[src/rtl/romload_sdram_writer_if.sv]
// Loader write port between romload_sdram_writer (master) and the SDRAM controller (slave).
// One request is outstanding at a time; mem_ready is a one-cycle accept pulse.
interface romload_sdram_writer_if;
  logic        mem_wr;
  logic [22:0] mem_addr;
  logic [15:0] mem_din;
  logic [1:0]  mem_ds;
  logic        mem_ready;

  modport master (output mem_wr, mem_addr, mem_din, mem_ds, input mem_ready);
  modport slave  (input mem_wr, mem_addr, mem_din, mem_ds, output mem_ready);
endinterface

[src/rtl/romload_sdram_writer.sv]
// Packs the iosys ROM-loading byte stream into 16-bit little-endian SDRAM writes via a small FIFO.
// Optional feature macro: ROMLOAD_CHECKSUM_EN adds a 16-bit byte-sum output for each SDRAM session.
module romload_sdram_writer #(
  parameter logic [22:0] ROM_BASE   = 23'h000000,
  parameter logic [22:0] CRAM_BASE  = 23'h700000,
  parameter logic [22:0] BIOS_BASE  = 23'h600000,
  parameter int          FIFO_DEPTH = 4
) (
  input  logic                          clk,
  input  logic                          reset,
  input  logic [2:0]                    rom_loading,
  input  logic [7:0]                    rom_do,
  input  logic                          rom_do_valid,
  romload_sdram_writer_if.master        mem,
  output logic                          busy,
  output logic                          load_done,
  output logic [22:0]                   byte_count,
  output logic                          overflow,
  output logic [63:0]                   cfg_data
`ifdef ROMLOAD_CHECKSUM_EN
  ,
  output logic [15:0]                   checksum
`endif
);

  localparam int PTR_W = $clog2(FIFO_DEPTH);
  localparam int CNT_W = PTR_W + 1;

  typedef enum logic [1:0] {S_IDLE, S_LOAD, S_FLUSH} state_t;

  typedef struct packed {
    logic [22:0] addr;
    logic [15:0] din;
    logic [1:0]  ds;
  } wr_entry_t;

  state_t      state_q, state_d;
  logic [2:0]  mode_q;
  logic [22:0] base_q;
  logic [22:0] offset_q;
  logic        pending_q;
  logic [7:0]  pending_byte_q;
  logic        cfg_active_q;

  wr_entry_t        fifo_mem [FIFO_DEPTH];
  logic [PTR_W-1:0] rd_ptr_q, wr_ptr_q;
  logic [CNT_W-1:0] fifo_count_q;

  logic [2:0]  mode_in;
  logic        sdram_mode;
  logic [22:0] base_sel;
  logic [22:0] word_addr;
  logic        fifo_full;
  logic        mem_wr_int;
  logic        pop;
  logic        push;
  logic        push_ok;
  logic        push_drop;
  logic        flush_done;
  logic        flush_drop;
  wr_entry_t   push_entry;
  wr_entry_t   head;
  logic [22:0] cfg_cnt;
  logic [63:0] cfg_next;

  // Unsupported modes 5-7 behave exactly like idle.
  assign mode_in    = (rom_loading > 3'd4) ? 3'd0 : rom_loading;
  assign sdram_mode = (mode_in == 3'd1) || (mode_in == 3'd2) || (mode_in == 3'd4);

  always_comb begin
    case (mode_in)
      3'd1:    base_sel = ROM_BASE;
      3'd2:    base_sel = CRAM_BASE;
      default: base_sel = BIOS_BASE;
    endcase
  end

  // Even address of the pair containing the current offset; wraps mod 2^23.
  assign word_addr  = base_q + {offset_q[22:1], 1'b0};
  assign fifo_full  = (fifo_count_q == CNT_W'(FIFO_DEPTH));
  assign mem_wr_int = (fifo_count_q != '0);
  assign pop        = mem_wr_int && mem.mem_ready;
  assign push_ok    = push && (!fifo_full || pop);
  assign push_drop  = push && !push_ok && (state_q == S_LOAD);

  // NOTE: every always_comb output gets a default first so no path leaves it unassigned (no latches).
  always_comb begin
    state_d    = state_q;
    push       = 1'b0;
    push_entry = '0;
    flush_done = 1'b0;
    flush_drop = 1'b0;
    case (state_q)
      S_IDLE: begin
        if (sdram_mode) state_d = S_LOAD;
      end
      S_LOAD: begin
        if (rom_do_valid && offset_q[0]) begin
          push       = 1'b1;
          push_entry = '{addr: word_addr, din: {rom_do, pending_byte_q}, ds: 2'b11};
        end
        if (mode_in != mode_q) state_d = S_FLUSH;
      end
      S_FLUSH: begin
        flush_drop = rom_do_valid;
        if (pending_q) begin
          push       = 1'b1;
          push_entry = '{addr: word_addr, din: {8'h00, pending_byte_q}, ds: 2'b01};
        end else if ((fifo_count_q == '0) || ((fifo_count_q == CNT_W'(1)) && pop)) begin
          state_d    = S_IDLE;
          flush_done = 1'b1;
        end
      end
      default: state_d = S_IDLE;
    endcase
  end

  // Config capture: the first mode-3 cycle restarts from an empty register.
  always_comb begin
    cfg_cnt  = cfg_active_q ? byte_count : '0;
    cfg_next = cfg_active_q ? cfg_data : '0;
    if (rom_do_valid && (cfg_cnt < 23'd8)) cfg_next[{cfg_cnt[2:0], 3'b000} +: 8] = rom_do;
  end

  // NOTE: sequential state uses non-blocking assignments so every register samples pre-edge values.
  always_ff @(posedge clk) begin
    if (reset) begin
      state_q        <= S_IDLE;
      mode_q         <= '0;
      base_q         <= '0;
      offset_q       <= '0;
      pending_q      <= 1'b0;
      pending_byte_q <= '0;
      cfg_active_q   <= 1'b0;
      byte_count     <= '0;
      overflow       <= 1'b0;
      cfg_data       <= '0;
      load_done      <= 1'b0;
`ifdef ROMLOAD_CHECKSUM_EN
      checksum       <= '0;
`endif
    end else begin
      state_q      <= state_d;
      load_done    <= flush_done;
      cfg_active_q <= (state_q == S_IDLE) && (mode_in == 3'd3);
      if (push_drop || flush_drop) overflow <= 1'b1;
      case (state_q)
        S_IDLE: begin
          if (sdram_mode) begin
            mode_q     <= mode_in;
            base_q     <= base_sel;
            offset_q   <= '0;
            byte_count <= '0;
            pending_q  <= 1'b0;
`ifdef ROMLOAD_CHECKSUM_EN
            checksum   <= '0;
`endif
          end else if (mode_in == 3'd3) begin
            cfg_data   <= cfg_next;
            byte_count <= cfg_cnt + 23'(rom_do_valid);
          end
        end
        S_LOAD: begin
          if (rom_do_valid) begin
            offset_q   <= offset_q + 23'd1;
            byte_count <= byte_count + 23'd1;
            pending_q  <= !offset_q[0];
            if (!offset_q[0]) pending_byte_q <= rom_do;
`ifdef ROMLOAD_CHECKSUM_EN
            // A dropped word also removes its already-summed low byte.
            checksum <= push_drop ? checksum - {8'h00, pending_byte_q}
                                  : checksum + {8'h00, rom_do};
`endif
          end
        end
        S_FLUSH: begin
          if (pending_q && push_ok) pending_q <= 1'b0;
        end
        default: ;
      endcase
    end
  end

  always_ff @(posedge clk) begin
    if (reset) begin
      rd_ptr_q     <= '0;
      wr_ptr_q     <= '0;
      fifo_count_q <= '0;
    end else begin
      if (push_ok) wr_ptr_q <= wr_ptr_q + PTR_W'(1);
      if (pop)     rd_ptr_q <= rd_ptr_q + PTR_W'(1);
      fifo_count_q <= fifo_count_q + CNT_W'(push_ok) - CNT_W'(pop);
    end
  end

  // NOTE: FIFO storage is not reset; entries are only visible through the occupancy-gated outputs.
  always_ff @(posedge clk) begin
    if (push_ok) fifo_mem[wr_ptr_q] <= push_entry;
  end

  assign head         = fifo_mem[rd_ptr_q];
  assign mem.mem_wr   = mem_wr_int;
  assign mem.mem_addr = mem_wr_int ? head.addr : '0;
  assign mem.mem_din  = mem_wr_int ? head.din  : '0;
  assign mem.mem_ds   = mem_wr_int ? head.ds   : '0;
  assign busy         = (state_q != S_IDLE);

endmodule

[src/flat_wrapper.sv]
// flat-port wrapper written by rule: the top's interface ports become plain ports
module romload_sdram_writer_flat 
#(
  parameter logic [22:0] ROM_BASE   = 23'h000000,
  parameter logic [22:0] CRAM_BASE  = 23'h700000,
  parameter logic [22:0] BIOS_BASE  = 23'h600000,
  parameter int          FIFO_DEPTH = 4
)
  (clk, reset, rom_loading, rom_do, rom_do_valid, busy, load_done, byte_count, overflow, cfg_data, mem_mem_wr, mem_mem_addr, mem_mem_din, mem_mem_ds, mem_mem_ready);
  romload_sdram_writer_if mem_i ();
  input  logic clk;
  input  logic reset;
  input  logic [2:0] rom_loading;
  input  logic [7:0] rom_do;
  input  logic rom_do_valid;
  output logic busy;
  output logic load_done;
  output logic [22:0] byte_count;
  output logic overflow;
  output logic [63:0] cfg_data;
  output wire logic [$bits(mem_i.mem_wr)-1:0] mem_mem_wr;
  output wire logic [$bits(mem_i.mem_addr)-1:0] mem_mem_addr;
  output wire logic [$bits(mem_i.mem_din)-1:0] mem_mem_din;
  output wire logic [$bits(mem_i.mem_ds)-1:0] mem_mem_ds;
  input wire logic [$bits(mem_i.mem_ready)-1:0] mem_mem_ready;
  assign mem_mem_wr = mem_i.mem_wr;
  assign mem_mem_addr = mem_i.mem_addr;
  assign mem_mem_din = mem_i.mem_din;
  assign mem_mem_ds = mem_i.mem_ds;
  assign mem_i.mem_ready = mem_mem_ready;
  romload_sdram_writer #(.ROM_BASE(ROM_BASE), .CRAM_BASE(CRAM_BASE), .BIOS_BASE(BIOS_BASE), .FIFO_DEPTH(FIFO_DEPTH)) u_core (.clk(clk), .reset(reset), .rom_loading(rom_loading), .rom_do(rom_do), .rom_do_valid(rom_do_valid), .mem(mem_i), .busy(busy), .load_done(load_done), .byte_count(byte_count), .overflow(overflow), .cfg_data(cfg_data));
endmodule
[config.mk]
export PLATFORM = sky130hd
export DESIGN_NAME = romload_sdram_writer_flat
export DESIGN_NICKNAME = d
export VERILOG_FILES = /design/src/rtl/romload_sdram_writer_if.sv /design/src/rtl/romload_sdram_writer.sv /design/src/flat_wrapper.sv
export SDC_FILE = /design/constraint.sdc
export NUM_CORES = 1
export LEC_CHECK = 0
export ABC_AREA = 1
export CAP_MARGIN = 30
export CORE_ASPECT_RATIO = 1.25
export CORE_MARGIN = 3
export CORE_UTILIZATION = 58
export CTS_CLUSTER_DIAMETER = 40
export DETAILED_ROUTE_END_ITERATION = 8
export PLACE_DENSITY_LB_ADDON = 0.3
export RECOVER_POWER = 25
export REMOVE_ABC_BUFFERS = 1
export SYNTH_ARGS = -nofsm -noshare
export SYNTH_HDL_FRONTEND = slang
export SYNTH_SLANG_ARGS = --single-unit
[constraint.sdc]
create_clock -name clk -period 4.3 [get_ports clk]
set_clock_uncertainty 0.05 [all_clocks]
set_input_delay 1.075 -clock clk [delete_from_list [all_inputs] [get_ports clk]]
set_output_delay 1.075 -clock clk [all_outputs]
set_load 0.02 [all_outputs]
==> metrics.cfg, run 1 <==
[clock_tree]
cts-buffers-inserted = 37
cts_root_buf = clkbuf_16
post_cts_buffers = 0
cts-resized-gates = 0
numClockSinks = 298
clkSlewWorstSetupHoldPaths_ps = 60
holdBufCountCts = 0
clockBufferDepth = 3
cts_tree = built
h-tree-depth = 2
worstSkewPairLatency_ps = 520

[floorplan]
rows = 67
die_area_sq_um = 29700
fp.dieW_um = 155
coreArea_sq_um = 27000
die_h_um = 192
pin_count = 147
start_util_pct = 59.3

[placed_design]
portBuffers = 145
place_inst = 2555
place_hpwl_um = 28400
place.gp.congestion = 0.962

[yosys]
ys_warn_count = 0
syn-cell-area_sq_um = 16000
seq_area_frac_synth_pct = 47.3
synth_edf_count = 160
ys_ff_latch = 298
synth.top_cell.area_share_pct = 30.0
postSynthCellCount = 2162
async_reset_ff_share_pct = 0
synth.avg_cell_area_sq_um = 7.41
synth_flop_cell = edfxtp_1
yosysTopAreaCell = edfxtp_1
synth.area.top_cells = edfxtp_1 (30%), dfxtp_1 (17%), nand2_1 (13%)
synth_cell_types = 43

[critical_path]
critical_path_peak_fanout = 80
crit_arrival_ps = 2850
required_ps = 3170
criticalPathCategory = reg -> out
cp-start-kind = flip-flop
cpMaxStageDelayCell = clkdlybuf4s50_1
path_cells = inv_1, buf_4, o21ai_0, a21oi_1, clkdlybuf4s50_1
crit_path_end_kind = output pin
timing.rr.start = u_core.cfg_active_q
critPathMaxStageDelay_ps = 660

[global_routing]
antenna_found_initial = 1
grt_usage_pct = 28.6
grt_pass1_vias = 14300
grt_max_degree = 82
grt_overflow = 0
grt_pass1_wl_um = 70000

[drt]
drt_pass1_iterations = 6
ant_nets = 0
drc = 0
drt_iter0_markers = 1206
post_drt_wl_per_cell_um = 16.5
drt-total-wl_um = 43200
vias = 14900
vias_per_cell = 5.67

[timing]
hold_violations = 0
worst-slew-pin-transition_ps = 1630
slew_headroom_pct = -8.90
fin_crit_sh_pct = 92.6
max_freq_ghz = 0.251
final-max-slew-violation-count = 31
grt_setup_unrepaired = false
min_period_ps = 3980
hold_slack_ps = 417
setup_viol = 0

[cells_and_area]
drive_above_1_share_pct = 6.32
layout_common_cells = nand2_1 (553), nor2_1 (341), nand3_1 (188)
finalNonFillerCells = 2623
final_util_pct = 69.5
area_growth_pct = 17.2
multi_input_area_sq_um = 7190
fin_nets = 2284
seq_area_sq_um = 7570
fillers = 2194
antennaDiodeCount = 0
final_common_cell = nand2_1

[worst_hold_path]
hold_start = u_core.rd_ptr_q[1]
hold_class = reg -> reg

[power]
ir_worst_vdd_uv = 332
powerDensity_nw_per_um2 = 507
leakagePower_nw = 7.35

[outcome]
violations = max-capacitance violations, max-slew violations
outcome = finished with violations

[job]
max-cap-violations = 1

==> kinds of logic (layout without fill, tap and decap cells) <==
family	after synthesis	count (layout)	share of synthesized area (%)
AO/OA/AOI/OAI	346	346	11.3
adder cells (fa/ha/maj)	20	20	1.66
buffers and inverters	302	418	7.99
other	1	1	0.0234
flip-flops	298	298	47.3
AND/OR/NAND/NOR	1181	1181	31.0
XOR/XNOR	14	14	0.766
==> through the flow <==
| stage | setup WS, ps | total power (W) | setup TNS, ps | instance area, sq um |
|---|---|---|---|---|
| floorplan | -1300 | 0.00515 | -88130 | 15400 |
| global placement | 569 | 0.00650 | 0 | 17600 |
| detailed placement | 537 | 0.00655 | 0 | 17600 |
| CTS | 323 | 0.00959 | 0 | 18800 |
| global route | 127 | 0.00998 | 0 | 18800 |
| finish | 320 | 0.00952 | 0 | 18800 |
==> flip-flops by register name, indices dropped and copies added (netlist names), 3 cells and up, named ones only <==
register / count
u_core.pending_byte_q: 8
u_core.mode_q: 3
u_core.offset_q: 23
u_core.cfg_data: 64
u_core.fifo_mem: 160
u_core.fifo_count_q: 3
u_core.byte_count: 23
==> power by group <==
group	switching, W	internal, W	leakage [nW]
Clock	0.00122	0.00181	0.586
Sequential	0.000255	0.00315	2.54
Combinational	0.00200	0.00109	4.22
==> final timing paths <==
| kind | endpoint | slack (ps) | cells after the start |
|---|---|---|---|
| max | mem_mem_addr[1] | 320 | 5 |
| max reg2reg | u_core.cfg_data[21] | 570 | 11 |
| min | flip-flop | 420 | 2 |
| min reg2reg | flip-flop | 420 | 2 |
==> metal layers <==
layer | share of wire (%) | GRT usage, % | vias to the layer above
met5 | 0.018 | 0 | -
met4 | 3.0 | 11.0 | 2
met3 | 7.5 | 4.03 | 111
met2 | 50 | 50.1 | 648
met1 | 40 | 35.9 | 6880
li1 | - | - | 7235
==> layout make-up <==
class	count	share of cell area [%]
clock buffer	44	5.35
multi-input combinational	1562	38.3
inverter	178	3.56
timing repair buffer	172	9.01
clock inverter	24	1.13
tap	345	2.30
sequential	298	40.3
==> Yosys cell counts (3+ instances only) <==
library cell / n
inv_1: 171
nor3_1: 21
nand2_2: 16
a21oi_2: 8
a21oi_1: 144
xnor2_1: 7
ha_1: 18
buf_4: 6
buf_2: 32
nand2_1: 553
nor2_4: 4
buf_1: 8
nand3_2: 6
nand2_4: 3
clkbuf_1: 67
inv_2: 5
xor2_1: 7
o211ai_1: 3
o21a_1: 9
nand4_1: 32
dfxtp_1: 138
buf_6: 8
o21ai_0: 171
nand3_1: 187
nor2_2: 9
nor2_1: 345
edfxtp_1: 160
==> worst max-delay path, delay by kind of cell, from the launching register on <==
kind | cells | cell delay [ps]
AOI/OAI and AO/OA | 2 | 510
buffers and inverters | 3 | 1320
DFF | 1 | 480
Note: power is estimated with default switching activity, not from simulation.
==> inputs of run 2 (changes only) <==
- CORE_MARGIN: 3 -> 5
- CTS_CLUSTER_DIAMETER: 40 -> unset
==> run 2 against run 1 <==
Effect of this change: the flow still finishes with violations (max-capacitance violations, max-slew violations); largest cell class unchanged; register-to-register slack gained 130 ps; critical path type unchanged; fmax rose by 0.69%; final cell count down 0.23%.
==> metrics.cfg, run 2 (synthesized netlist as in run 1, its figures left out) <==
[clock_tree]
post_cts_buffers = 0  ; unchanged
numClockSinks = 298  ; unchanged
cts_root_buf = clkbuf_16
clockBufferDepth = 3  ; unchanged
cts_tree = built
holdBufCountCts = 0  ; unchanged
cts-buffers-inserted = 28  ; -24%
cts-resized-gates = 0  ; unchanged
worstSkewPairLatency_ps = 550  ; +30 ps
h-tree-depth = 1  ; -1
clkSlewWorstSetupHoldPaths_ps = 70  ; about the same

[critical_path]
crit_arrival_ps = 2830  ; -20 ps
reg2reg_slack_ps = 700  ; +130 ps
critical_path_peak_fanout = 80  ; unchanged
required_ps = 3170  ; about the same
crit_path_end_kind = output pin
r2r_end = u_core.fifo_mem[3][32]
criticalPathCategory = reg -> out
timing.rr.start = u_core.state_q[1]
reg2reg_depth = 10  ; -1
cp-start-kind = flip-flop

[drt]
drt_pass1_iterations = 5  ; -1
drc = 0  ; unchanged
drt-total-wl_um = 43100  ; -0.24%
ant_nets = 0  ; unchanged
post_drt_wl_per_cell_um = 16.5  ; about the same
vias_per_cell = 5.61  ; -1.1%
vias = 14700  ; -1.3%
drt_iter0_markers = 1258  ; +4.3%

[cells_and_area]
multi_input_area_sq_um = 7190  ; unchanged
area_growth_pct = 15.6
reg_top3 = u_core.fifo_mem (160), u_core.cfg_data (64)
fillers = 2270  ; +3.5%
antennaDiodeCount = 0  ; unchanged
fin_nets = 2280  ; -0.18%
seq_area_sq_um = 7570  ; unchanged
largest_register = u_core.fifo_mem
largest_reg_flops = 160  ; unchanged
final_common_cell = nand2_1
drive_above_1_share_pct = 5.87  ; -0.45 points
final_area_sq_um = 18500  ; -1.4%
layout_common_cells = nand2_1 (553), nor2_1 (341), nand3_1 (188)

[power]
leakagePower_nw = 7.22  ; -1.7%
ir_worst_vdd_uv = 379  ; +14%
powerDensity_nw_per_um2 = 487  ; -4.0%

[placed_design]
place.gp.congestion = 0.944  ; -1.8%
place_hpwl_um = 28600  ; +0.49%
preCtsSetupSlack_ps = 636  ; +98.4 ps
postPlaceCellArea_sq_um = 17600  ; about the same
portBuffers = 145  ; unchanged

[worst_hold_path]
hold_end = u_core.cfg_data[33]
holdPathStages = 2  ; unchanged
hold_class = reg -> reg
hold_start = u_core.cfg_data[33]

[timing]
min_period_ps = 3950  ; -27.2 ps
slew_headroom_pct = -48.5  ; -40 points
setup_ws_ps = 348  ; +27.2 ps
final-max-slew-violation-count = 80  ; +160%
worst-slew-pin-transition_ps = 2230  ; +593 ps
setup_viol = 0  ; unchanged
hold_violations = 0  ; unchanged
fin_crit_sh_pct = 91.9  ; -0.63 points
max_freq_ghz = 0.253  ; +0.69%
grt_setup_unrepaired = false

[global_routing]
grt_pass1_vias = 14300  ; +0.35%
grt_overflow = 0  ; unchanged
grt_usage_pct = 27.6  ; -1.0 points
antenna_found_initial = 2  ; +1
grt_max_degree = 81  ; -1.2%
grt_pass1_wl_um = 70600  ; +0.81%

[floorplan]
die_h_um = 196  ; +2.1%
die_area_sq_um = 31100  ; +4.7%
rows = 68  ; +1.5%
pin_count = 147  ; unchanged
start_util_pct = 58.4  ; -0.87 points
coreArea_sq_um = 27400  ; +1.5%
fp.dieW_um = 159  ; +2.6%

[outcome]
outcome = finished with violations
violations = max-capacitance violations, max-slew violations

[job]
max-cap-violations = 2  ; +1

==> run 2: cell types whose count changed in the layout (fill, tap and decap cells not counted), moves of 2 or more <==
cell	change
clkinv_4	-4
clkinv_2	-5
dlygate4sd3_1	-3
buf_4	+10
buf_12	-3
clkbuf_8	+2
clkdlybuf4s50_1	+3
clkbuf_16	-11
==> run 2: cell type report <==
| type | count | area share, % |
|---|---|---|
| Inverter | 178 | 3.61 |
| Sequential cell | 298 | 40.9 |
| Clock inverter | 15 | 0.973 |
| Timing Repair Buffer | 177 | 9.17 |
| Multi-Input combinational cell | 1562 | 38.8 |
| Tap cell | 350 | 2.37 |
| Clock buffer | 37 | 4.13 |
==> run 2: power breakdown <==
part           internal [W]  switching (W)  total, W
clock network       0.00144        0.00108   0.00253
registers           0.00315       0.000210   0.00336
logic               0.00110        0.00204   0.00313
==> run 2: metal layers <==
| layer | global-route usage, % | vias up | routed length [um] | part of all wire [%] |
|---|---|---|---|---|
| li1 | - | 7230 | - | - |
| met1 | 35.2 | 6795 | 17100 | 40 |
| met2 | 47.2 | 546 | 21500 | 50 |
| met3 | 3.99 | 108 | 3190 | 7.4 |
| met4 | 10.4 | 4 | 1370 | 3.2 |
| met5 | 0 | - | 32 | 0.074 |
==> run 2: worst max-delay path, cell delays in order, from the launching register on <==
cell             delay, ps
dfxtp_2                330
buf_4                  660
nor2_1                 150
nor2_1                 150
o21ai_0                110
a21oi_1                210
clkdlybuf4s50_1        650
==> run 2: how the worst max path moves through the flow <==
stage | depth (start not counted) | slack, ps | endpoint | start
6_report | 6 | 350 | mem_mem_addr[22] | flip-flop
4_1_cts | 6 | 340 | mem_mem_din[4] | flip-flop
3_5_place_dp | 14 | 640 | u_core.fifo_count_q[2] | rom_do_valid
2_1_floorplan | 11 | -1300 | u_core.cfg_data[16] | u_core.cfg_active_q
3_3_place_gp | 14 | 720 | u_core.fifo_count_q[2] | rom_do_valid
5_1_grt | 8 | 110 | u_core.fifo_mem[2][3] | rom_do_valid
==> run 2: per-stage QoR <==
| step | instances | hold WS, ps | util [%] | power [W] | setup TNS, ps |
|---|---|---|---|---|---|
| 3_5_place_dp | 2565 | 406 | 64.2 | 0.00656 | 0 |
| 5_1_grt | 2617 | 447 | 67.6 | 0.00949 | 0 |
| 4_1_cts | 2617 | 415 | 67.6 | 0.00907 | 0 |
| 3_3_place_gp | 2565 | 401 | 64.2 | 0.00651 | 0 |
| 6_report | 2617 | 411 | 67.6 | 0.00902 | 0 |
| 2_1_floorplan | 2038 | 389 | - | 0.00515 | -88130 |
